## config.mk

```make
export PLATFORM = sky130hd
export DESIGN_NAME = div_iter
export DESIGN_NICKNAME = d
export VERILOG_FILES = /design/src/rtl/alu_pkg.sv /design/src/rtl/div_step.sv /design/src/rtl/div_iter.sv
export SDC_FILE = /design/constraint.sdc
export NUM_CORES = 1
export LEC_CHECK = 0
export CORE_MARGIN = 2
export CORE_UTILIZATION = 55
export DETAILED_ROUTE_END_ITERATION = 8
export PLACE_DENSITY = 0.93
export REMOVE_ABC_BUFFERS = 1
export SYNTH_ARGS = -nofsm -noshare
export SYNTH_HDL_FRONTEND = slang
export SYNTH_HIERARCHICAL = 1
export SYNTH_SLANG_ARGS = --single-unit
```

## constraint.sdc

```tcl
create_clock -name clk -period 3.8 [get_ports clk]
set_input_delay 0.76 -clock clk [delete_from_list [all_inputs] [get_ports clk]]
set_output_delay 0.76 -clock clk [all_outputs]
set_load 0.005 [all_outputs]
```

## src/rtl/alu_pkg.sv

```systemverilog
// Shared definitions for the toy ALU datapath blocks: divider state encoding
// and the divide-by-zero result constant.
package alu_pkg;

    localparam int DIV_W     = 32;
    localparam int DIV_MAX_W = 64;

    // All-ones quotient reported for a zero divisor; sliced to the divider width.
    localparam logic [DIV_MAX_W-1:0] DBZ_QUOT = '1;

    typedef enum logic [1:0] {
        IDLE = 2'd0,
        CALC = 2'd1,
        DONE = 2'd2
    } div_state_e;

endpackage

```

## src/rtl/div_step.sv

```systemverilog
// One restoring-division step: trial subtract of the divisor from the shifted
// partial remainder, built as a + ~b + 1 with 4-bit carry-lookahead groups.
module div_step
    import alu_pkg::*;
#(
    parameter int WIDTH = DIV_W
) (
    input  logic [WIDTH-1:0] r,
    input  logic             q_msb,
    input  logic [WIDTH-1:0] d,
    output logic [WIDTH-1:0] r_next,
    output logic             q_bit
);

    // Widened to whole 4-bit groups; the shifted remainder needs WIDTH+1 bits.
    localparam int AW = WIDTH + 4;
    localparam int NG = AW / 4;

    logic [AW-1:0] a;
    logic [AW-1:0] b;
    logic [AW-1:0] s;
    logic [NG:0]   gc;
    logic          unused_hi;

    assign a     = {3'b000, r, q_msb};
    assign b     = ~{4'b0000, d};
    assign gc[0] = 1'b1;

    for (genvar g = 0; g < NG; g++) begin : g_cla
        logic [3:0] ga;
        logic [3:0] gb;
        logic [3:0] gg;
        logic [3:0] gp;
        logic [4:0] c;

        assign ga   = a[4*g +: 4];
        assign gb   = b[4*g +: 4];
        assign gg   = ga & gb;
        assign gp   = ga ^ gb;
        assign c[0] = gc[g];
        assign c[1] = gg[0] | (gp[0] & c[0]);
        assign c[2] = gg[1] | (gp[1] & gg[0]) | (gp[1] & gp[0] & c[0]);
        assign c[3] = gg[2] | (gp[2] & gg[1]) | (gp[2] & gp[1] & gg[0])
                    | (gp[2] & gp[1] & gp[0] & c[0]);
        assign c[4] = gg[3] | (gp[3] & gg[2]) | (gp[3] & gp[2] & gg[1])
                    | (gp[3] & gp[2] & gp[1] & gg[0])
                    | (gp[3] & gp[2] & gp[1] & gp[0] & c[0]);

        assign s[4*g +: 4] = gp ^ c[3:0];
        assign gc[g+1]     = c[4];
    end

    // Carry out of the full-width subtract means no borrow: the divisor fits.
    assign q_bit  = gc[NG];
    assign r_next = q_bit ? s[WIDTH-1:0] : a[WIDTH-1:0];

    assign unused_hi = ^{s[AW-1:WIDTH], a[AW-1:WIDTH]};

endmodule

```

## src/rtl/div_iter.sv

```systemverilog
// Iterative unsigned restoring divider, one quotient bit per clock, with a
// valid/ready handshake on request and result.
module div_iter
    import alu_pkg::*;
#(
    parameter int WIDTH = DIV_W
) (
    input  logic             clk,
    input  logic             rst_n,
    input  logic             in_valid,
    output logic             in_ready,
    input  logic [WIDTH-1:0] dividend,
    input  logic [WIDTH-1:0] divisor,
    output logic             out_valid,
    input  logic             out_ready,
    output logic [WIDTH-1:0] quotient,
    output logic [WIDTH-1:0] remainder,
    output logic             div_by_zero
);

    localparam int CW = $clog2(WIDTH);

    div_state_e       state;
    div_state_e       state_nx;
    logic [WIDTH-1:0] r;
    logic [WIDTH-1:0] q;
    logic [WIDTH-1:0] d;
    logic [CW-1:0]    cnt;
    logic [WIDTH-1:0] r_next;
    logic             q_bit;
    logic             accept;
    logic             last;

    assign accept = in_valid && in_ready;
    assign last   = (cnt == '0);

    div_step #(
        .WIDTH (WIDTH)
    ) u_step (
        .r      (r),
        .q_msb  (q[WIDTH-1]),
        .d      (d),
        .r_next (r_next),
        .q_bit  (q_bit)
    );

    always_comb begin
        state_nx  = state;
        in_ready  = 1'b0;
        out_valid = 1'b0;
        case (state)
            IDLE: begin
                in_ready = 1'b1;
                if (in_valid) begin
                    state_nx = (divisor == '0) ? DONE : CALC;
                end
            end
            CALC: begin
                if (last) begin
                    state_nx = DONE;
                end
            end
            DONE: begin
                out_valid = 1'b1;
                if (out_ready) begin
                    state_nx = IDLE;
                end
            end
            default: state_nx = IDLE;
        endcase
    end

    always_ff @(posedge clk or negedge rst_n) begin
        if (!rst_n) begin
            state <= IDLE;
        end else begin
            state <= state_nx;
        end
    end

    always_ff @(posedge clk or negedge rst_n) begin
        if (!rst_n) begin
            r           <= '0;
            q           <= '0;
            d           <= '0;
            cnt         <= '0;
            quotient    <= '0;
            remainder   <= '0;
            div_by_zero <= 1'b0;
        end else begin
            if (state == IDLE && accept) begin
                if (divisor == '0) begin
                    quotient    <= DBZ_QUOT[WIDTH-1:0];
                    remainder   <= dividend;
                    div_by_zero <= 1'b1;
                end else begin
                    r           <= '0;
                    q           <= dividend;
                    d           <= divisor;
                    cnt         <= CW'(WIDTH - 1);
                    div_by_zero <= 1'b0;
                end
            end else if (state == CALC) begin
                r   <= r_next;
                q   <= {q[WIDTH-2:0], q_bit};
                cnt <= cnt - CW'(1);
                // Final step: publish the completed quotient and remainder.
                if (last) begin
                    quotient  <= {q[WIDTH-2:0], q_bit};
                    remainder <= r_next;
                end
            end
        end
    end

endmodule

```

### Yosys cells after proc, flatten, opt, wreduce, memory -nomap -nowiden

Index checks and enable logic that the tools add are counted.

* $add $sub $neg: 1
* eq/ne operators: 7
* multiplexer cells: 26
* bitwise logic cells: 243
* reductions and logical operators: 11

Operators with widths (number)
* $mux 32: 15
* $and 1x1->1: 131
* $or 1x1->1: 84
* $xor 4x4->4: 16
* $not 32->36: 1
* $and 4x4->4: 8
* $logic_not 32->1: 1
* $mux 5: 3
* $mux 2: 4
* $ne 2x2->1 const B: 4
* $pmux 2 s3: 1
* $reduce_and 3->1: 2
* $logic_not 5->1: 1
* $sub 5x1->5 const B: 1
* $and 1x4->4: 1
* $reduce_and 2->1: 2
* $reduce_bool 2->1: 2
* $xor 1x4->4: 1
* $mux 1: 3
* $eq 2x1->1 const B: 1
* $eq 2x2->1 const B: 1
* $logic_and 1x1->1: 2
* $logic_not 2->1: 1
* $ne 2x1->1 const B: 1
* $not 1->1: 1

* register bits: 168
* input bits: 68
* output and inout bits: 67
* word-level logic and storage cells: 296

### Longest topological paths before layout

* depth after elaboration: 27
* mapped depth: 15
* mapped depth without buffers: 15

### By module

Netlist, hierarchy kept.

By module, submodules not included
* div_iter: instances 1, cells each 510, area an instance 6655.1 um2, sequential area each 4204.0 um2
* div_step: instances 1, cells each 276, area an instance 2200.9 um2, sequential area each 0.0 um2

### Worst setup path after synthesis

Ideal clock, no wire load.

* path type: reg-to-reg
* from: reg r[16]
* to: reg remainder[25]
* library setup time: 0.119 ns
* arrival: 2.959 ns
* required time: 3.681 ns
* setup slack: 0.722 ns
* stages on the path, launching flop included: 13
* cells stage by stage: dfrtp_1 -> ha_1 -> and3_1 -> and3_1 -> a32oi_1 -> o21ai_4 -> or2_2 -> a221oi_1 -> fa_1 -> xnor2_1 -> mux2_4 -> o22a_1 -> o21a_1

* cells in the longest elaborated chain, start to end: 17

Ends and longest elaborated chain
* start: declaration: RTL line div_iter.sv:25 `logic [WIDTH-1:0] r;`
* start signal: assignment: RTL line div_iter.sv:104 `r <= r_next;`
* $and 4x4->4 or $xor 4x4->4 (tied branches): RTL line div_step.sv:38, div_step.sv:39
* $and 1x1->1 (on tied branches): RTL line div_step.sv:45, div_step.sv:46, div_step.sv:47
* $or 1x1->1 (tied with other cells): RTL line div_step.sv:45 `assign c[4] = gg[3] | (gp[3] & gg[2]) | (gp[3] & gp[2] & gg[1])`
* $or 1x1->1 or $and 1x1->1 (tied branches): RTL line div_step.sv:46, div_step.sv:47
* $or 1x1->1 *: RTL line div_step.sv:47 `| (gp[3] & gp[2] & gp[1] & gp[0] & c[0]);`
* $and 1x1->1 *: RTL line div_step.sv:47
* $or 1x1->1 *: RTL line div_step.sv:47
* $and 1x1->1: RTL line div_step.sv:47
* [2 not listed]
* $or 1x1->1: RTL line div_step.sv:47
* $and 1x1->1: RTL line div_step.sv:47
* $or 1x1->1: RTL line div_step.sv:47
* $mux 32 *: RTL line div_step.sv:55 `assign r_next = q_bit ? s[WIDTH-1:0] : a[WIDTH-1:0];`
* via r_next[25]: RTL line div_iter.sv:29 `logic [WIDTH-1:0] r_next;`
* $mux 32 *: RTL line div_iter.sv:108 `if (last) begin`
* $mux 32 *: RTL line div_iter.sv:103 `end else if (state == CALC) begin`
* $mux 32 *: RTL line div_iter.sv:91 `if (state == IDLE && accept) begin`
* end signal: assignment: RTL line div_iter.sv:94 `remainder <= dividend;`
* end signal: assignment: RTL line div_iter.sv:110 `remainder <= r_next;`
* end: declaration: RTL line div_iter.sv:17 `output logic [WIDTH-1:0] remainder,`

Mark *: on every way through the listed nets, which the timed path passes. The rest lies on a longest branch. The select of a mux whose other input is x is not followed.
A chain may end at the register's enable or synchronous reset.

### Final worst setup path

* from: reg r[12]
* to: reg remainder[24]

* cells in the longest elaborated chain, start to end: 19

Ends and longest elaborated chain (RTL line)
* $and 4x4->4 or $xor 4x4->4 (tied branches): div_step.sv:38, div_step.sv:39
* $and 1x1->1 (on tied branches): div_step.sv:45, div_step.sv:46, div_step.sv:47
* $or 1x1->1 (tied with other cells): div_step.sv:45
* $or 1x1->1 or $and 1x1->1 (tied branches): div_step.sv:46, div_step.sv:47
* $or 1x1->1 *: div_step.sv:47
* $and 1x1->1 *: div_step.sv:47
* $or 1x1->1 *: div_step.sv:47
* $and 1x1->1 *: div_step.sv:47
* [4 not listed]
* $or 1x1->1: div_step.sv:47
* $and 1x1->1: div_step.sv:47
* $or 1x1->1: div_step.sv:47
* $mux 32 *: div_step.sv:55
* via r_next[24]: div_iter.sv:29
* $mux 32 *: div_iter.sv:108
* $mux 32 *: div_iter.sv:103
* $mux 32 *: div_iter.sv:91

Marked as above.

==> results.toml <==
[die]
start_util = 0.560
ios = 135
die-width_um = 131
num_rows = 46
coreArea_mm2 = 0.0158
fp.dieArea_mm2 = 0.0171
die_y_um = 131

[pwr]
clkPwrFrac = 0.132
p_int_uw = 7440
p_sw_uw = 4720
switching_share = 0.388
leakage_uw = 0.00491
ir_drop_mv = 0.605
combPwrFrac = 0.588
power.density_mw_per_mm2 = 1120
seqPwrFrac = 0.280

[setup_path]
path_class = "reg -> reg"
slowest_delay_ns = 0.48
path_max_fanout = 10
cp_cell_sequence = "ha_1 -> a21oi_1 -> o31ai_1 -> a32oi_1 -> o21ai_4 -> or2_2 -> a221oi_1 -> fa_1 -> mux2i_1 -> o22a_1 -> o21a_1"
slowest_stage = "fa_1"
critPathBufInv = 0
crit_family = "compound AO/OA/AOI/OAI gates"
arrival_ns = 3.71
crit_required_ns = 4.16
worstSetupStartpointType = "register"
endpoint_kind = "register"

[sta]
fin_skew_ns = 0.0110
fin_crit_sh = 0.880
hold_viol_final = 0
finalSetupViolations = 0
maxSlewViolCount = 0
grt_setup_unrepaired = "false"
max_freq_mhz = 299
timing_worst_slew_pin_value_ns = 1.16
holdWs_ns = 0.408
tns_ns = 0
maxSlewHeadroom = 0.221
finalCriticalPeriod_ns = 3.34

[routing]
ant_nets = 0
wl_per_cell_um = 18.8
wl_met2_um = 10600
num_vias = 6814
m1WireLength_um = 9340
routed_wl_um = 21300
first_pass_iters = 5
wl_met3_um = 1120
post_drt_via_cell_ratio = 5.99
drtIter0Drc = 429
top_layer = "met4"
drc = 0

[place]
placed_cell_area_mm2 = 0.0103
port_buffers = 134
dp_hpwl_um = 14500
dp.cells = 1105
gp_congestion = 0.879

[logic_synthesis]
synth_edf_count = 0
yosysSeqAreaShare = 0.475
yosysWarnings = 6
yosysTopAreaCell = "dfrtp_1"
synth_cells = 786
muxShareOfSynthArea = 0.0879
syn_avg_cell_area_um2 = 11.3
yosys.area_share.adder = 0.0639
synth_xor_area_frac = 0.0188
synth_area_mm2 = 0.00886
ys_seq_elements = 168
synthArstFlopShare = 1.00
synthFlopType = "dfrtp_1"
synth_top_family_by_area = "compound AO/OA/AOI/OAI gates"
yosysTopAreaCellShare = 0.475
synth-simple-area-share = 0.0609
synth_compound_gate_area_share = 0.221
ys_top_cells_by_area = "dfrtp_1 47%, o22a_1 6.4%, ha_1 4.8%"
ys_types = 62

[clock_network]
cts_max_path_buffers = 2
clkTransAtPathRegs_ns = 0.07
root_buffer = "clkbuf_16"
cts_post_setup_buffers_inserted = 0
cts_tree = "built"
clock-sinks = 168
htreeDepth = 4
hold_buffers = 0
numCtsBuffers = 17
post_cts_resize_count = 0
clock_latency_ns = 0.43

[global_route]
grt_use_total = 0.258
gr-total-overflow = 0
antenna_found_initial = 0
grt_first_pass_wirelength_um = 34300
grt_pass1_vias = 6844
grt_max_degree = 90

[final_layout]
fillCellCount = 1152
multi_input_area_mm2 = 0.00402
final_util = 0.685
fin_cells = 1137
layout.nets = 1017
drive_gt1_frac = 0.126
diodes = 0
syn2layout_area_growth_pct = 22.5
final_area_mm2 = 0.0108
area.sequential_mm2 = 0.00420

[job]
maxCapViolations = 0

[worst_hold_path]
hold_class = "in -> async"

[status]
outcome = "completed"
==> registers in the layout, summed over array words and instances (netlist names) <==
name / cells
cnt: 5
d: 32
div_by_zero: 1
q: 32
quotient: 32
r: 32
remainder: 32
state: 2
==> logic make-up after synthesis <==
| kind of cell | Yosys count |
|---|---|
| DFF | 168 |
| muxes | 63 |
| buffers and inverters | 133 |
| xor gates and xnor gates | 19 |
| adders and majority gates | 41 |
| and+or+nand+nor | 98 |
| AOI/OAI and AO/OA | 264 |
==> layout by cell type, fill, tap and decap left out, drive strengths merged, types with 5 or more instances in the layout <==
cell,n
a21o,7
a21oi,55
a22o,32
and3,5
and4,5
buf,16
clkbuf,21
clkdlybuf4s50,133
clkinv,5
dfrtp,168
fa,7
ha,34
inv,90
mux2,55
mux2i,8
nand2,17
nand3,11
nor2,14
nor3,13
nor4,10
o21a,34
o21ai,13
o22a,65
o22ai,32
xnor2,17
==> path summary, 6_finish.rpt <==
| path | cells past startpoint | startpoint | slack (ns) | endpoint |
|---|---|---|---|---|
| max | 11 | r[12]$_DFFE_PN0P_ | 0.46 | remainder[24]$_DFFE_PN0P_ |
| min | 1 | rst_n | 0.41 | quotient[9]$_DFFE_PN0P_ |
| max reg2reg | 11 | r[12]$_DFFE_PN0P_ | 0.46 | remainder[24]$_DFFE_PN0P_ |
| min reg2reg | 1 | remainder[30]$_DFFE_PN0P_ | 0.49 | remainder[30]$_DFFE_PN0P_ |
| max in group asynchronous | 2 | rst_n | 2.55 | remainder[13]$_DFFE_PN0P_ |
| min in group clk | 1 | remainder[30]$_DFFE_PN0P_ | 0.49 | remainder[30]$_DFFE_PN0P_ |
==> area by class of cell <==
cell class	count	area share
tap	216	0.0249
timing repair buffer	149	0.136
clock inverter	11	0.00842
inverter	87	0.0301
multi-input combinational	485	0.370
clock buffer	21	0.0424
sequential	168	0.387
==> power by group through the flow <==
stage	combinational (uW)	clock, uW	sequential, uW
after floorplan	5030	0	3270
after global placement	6810	0	3360
after detailed placement	7030	0	3410
after CTS	7110	1630	3390
after global routing	7810	1710	3500
final	7150	1610	3400
==> cell usage after synthesis (3+ instances only) <==
cell	n
a21o_1	7
a21oi_1	54
a22o_1	32
a22oi_1	3
a31oi_1	3
and2_1	3
and3_1	4
and4_1	4
buf_2	13
buf_4	12
buf_6	11
clkbuf_1	10
dfrtp_1	168
fa_1	7
ha_1	34
inv_1	86
mux2_2	32
mux2_4	21
mux2i_1	8
nand2_1	17
nand2b_1	4
nand3_1	11
nor2_1	14
nor2b_1	3
nor3_1	12
nor4_1	10
o21a_1	34
o21ai_0	9
o21ai_1	3
o22a_1	65
o22ai_1	32
or2_2	3
or3_1	4
xnor2_1	17
==> metrics by stage <==
step	worst slack (ns)	power (uW)
2_1_floorplan	-0.396	8300
5_1_grt	0.229	13000
3_3_place_gp	0.599	10200
3_5_place_dp	0.518	10400
6_report	0.456	12200
4_1_cts	0.483	12100
==> per-layer routing <==
layer  vias to the layer above  global-route usage
li1                       3110                   -
met1                      3460               0.342
met2                       223               0.433
met3                        21              0.0566
met4                         0              0.0745
met5                         -                   0
Note: power is estimated with default switching activity, not from simulation.
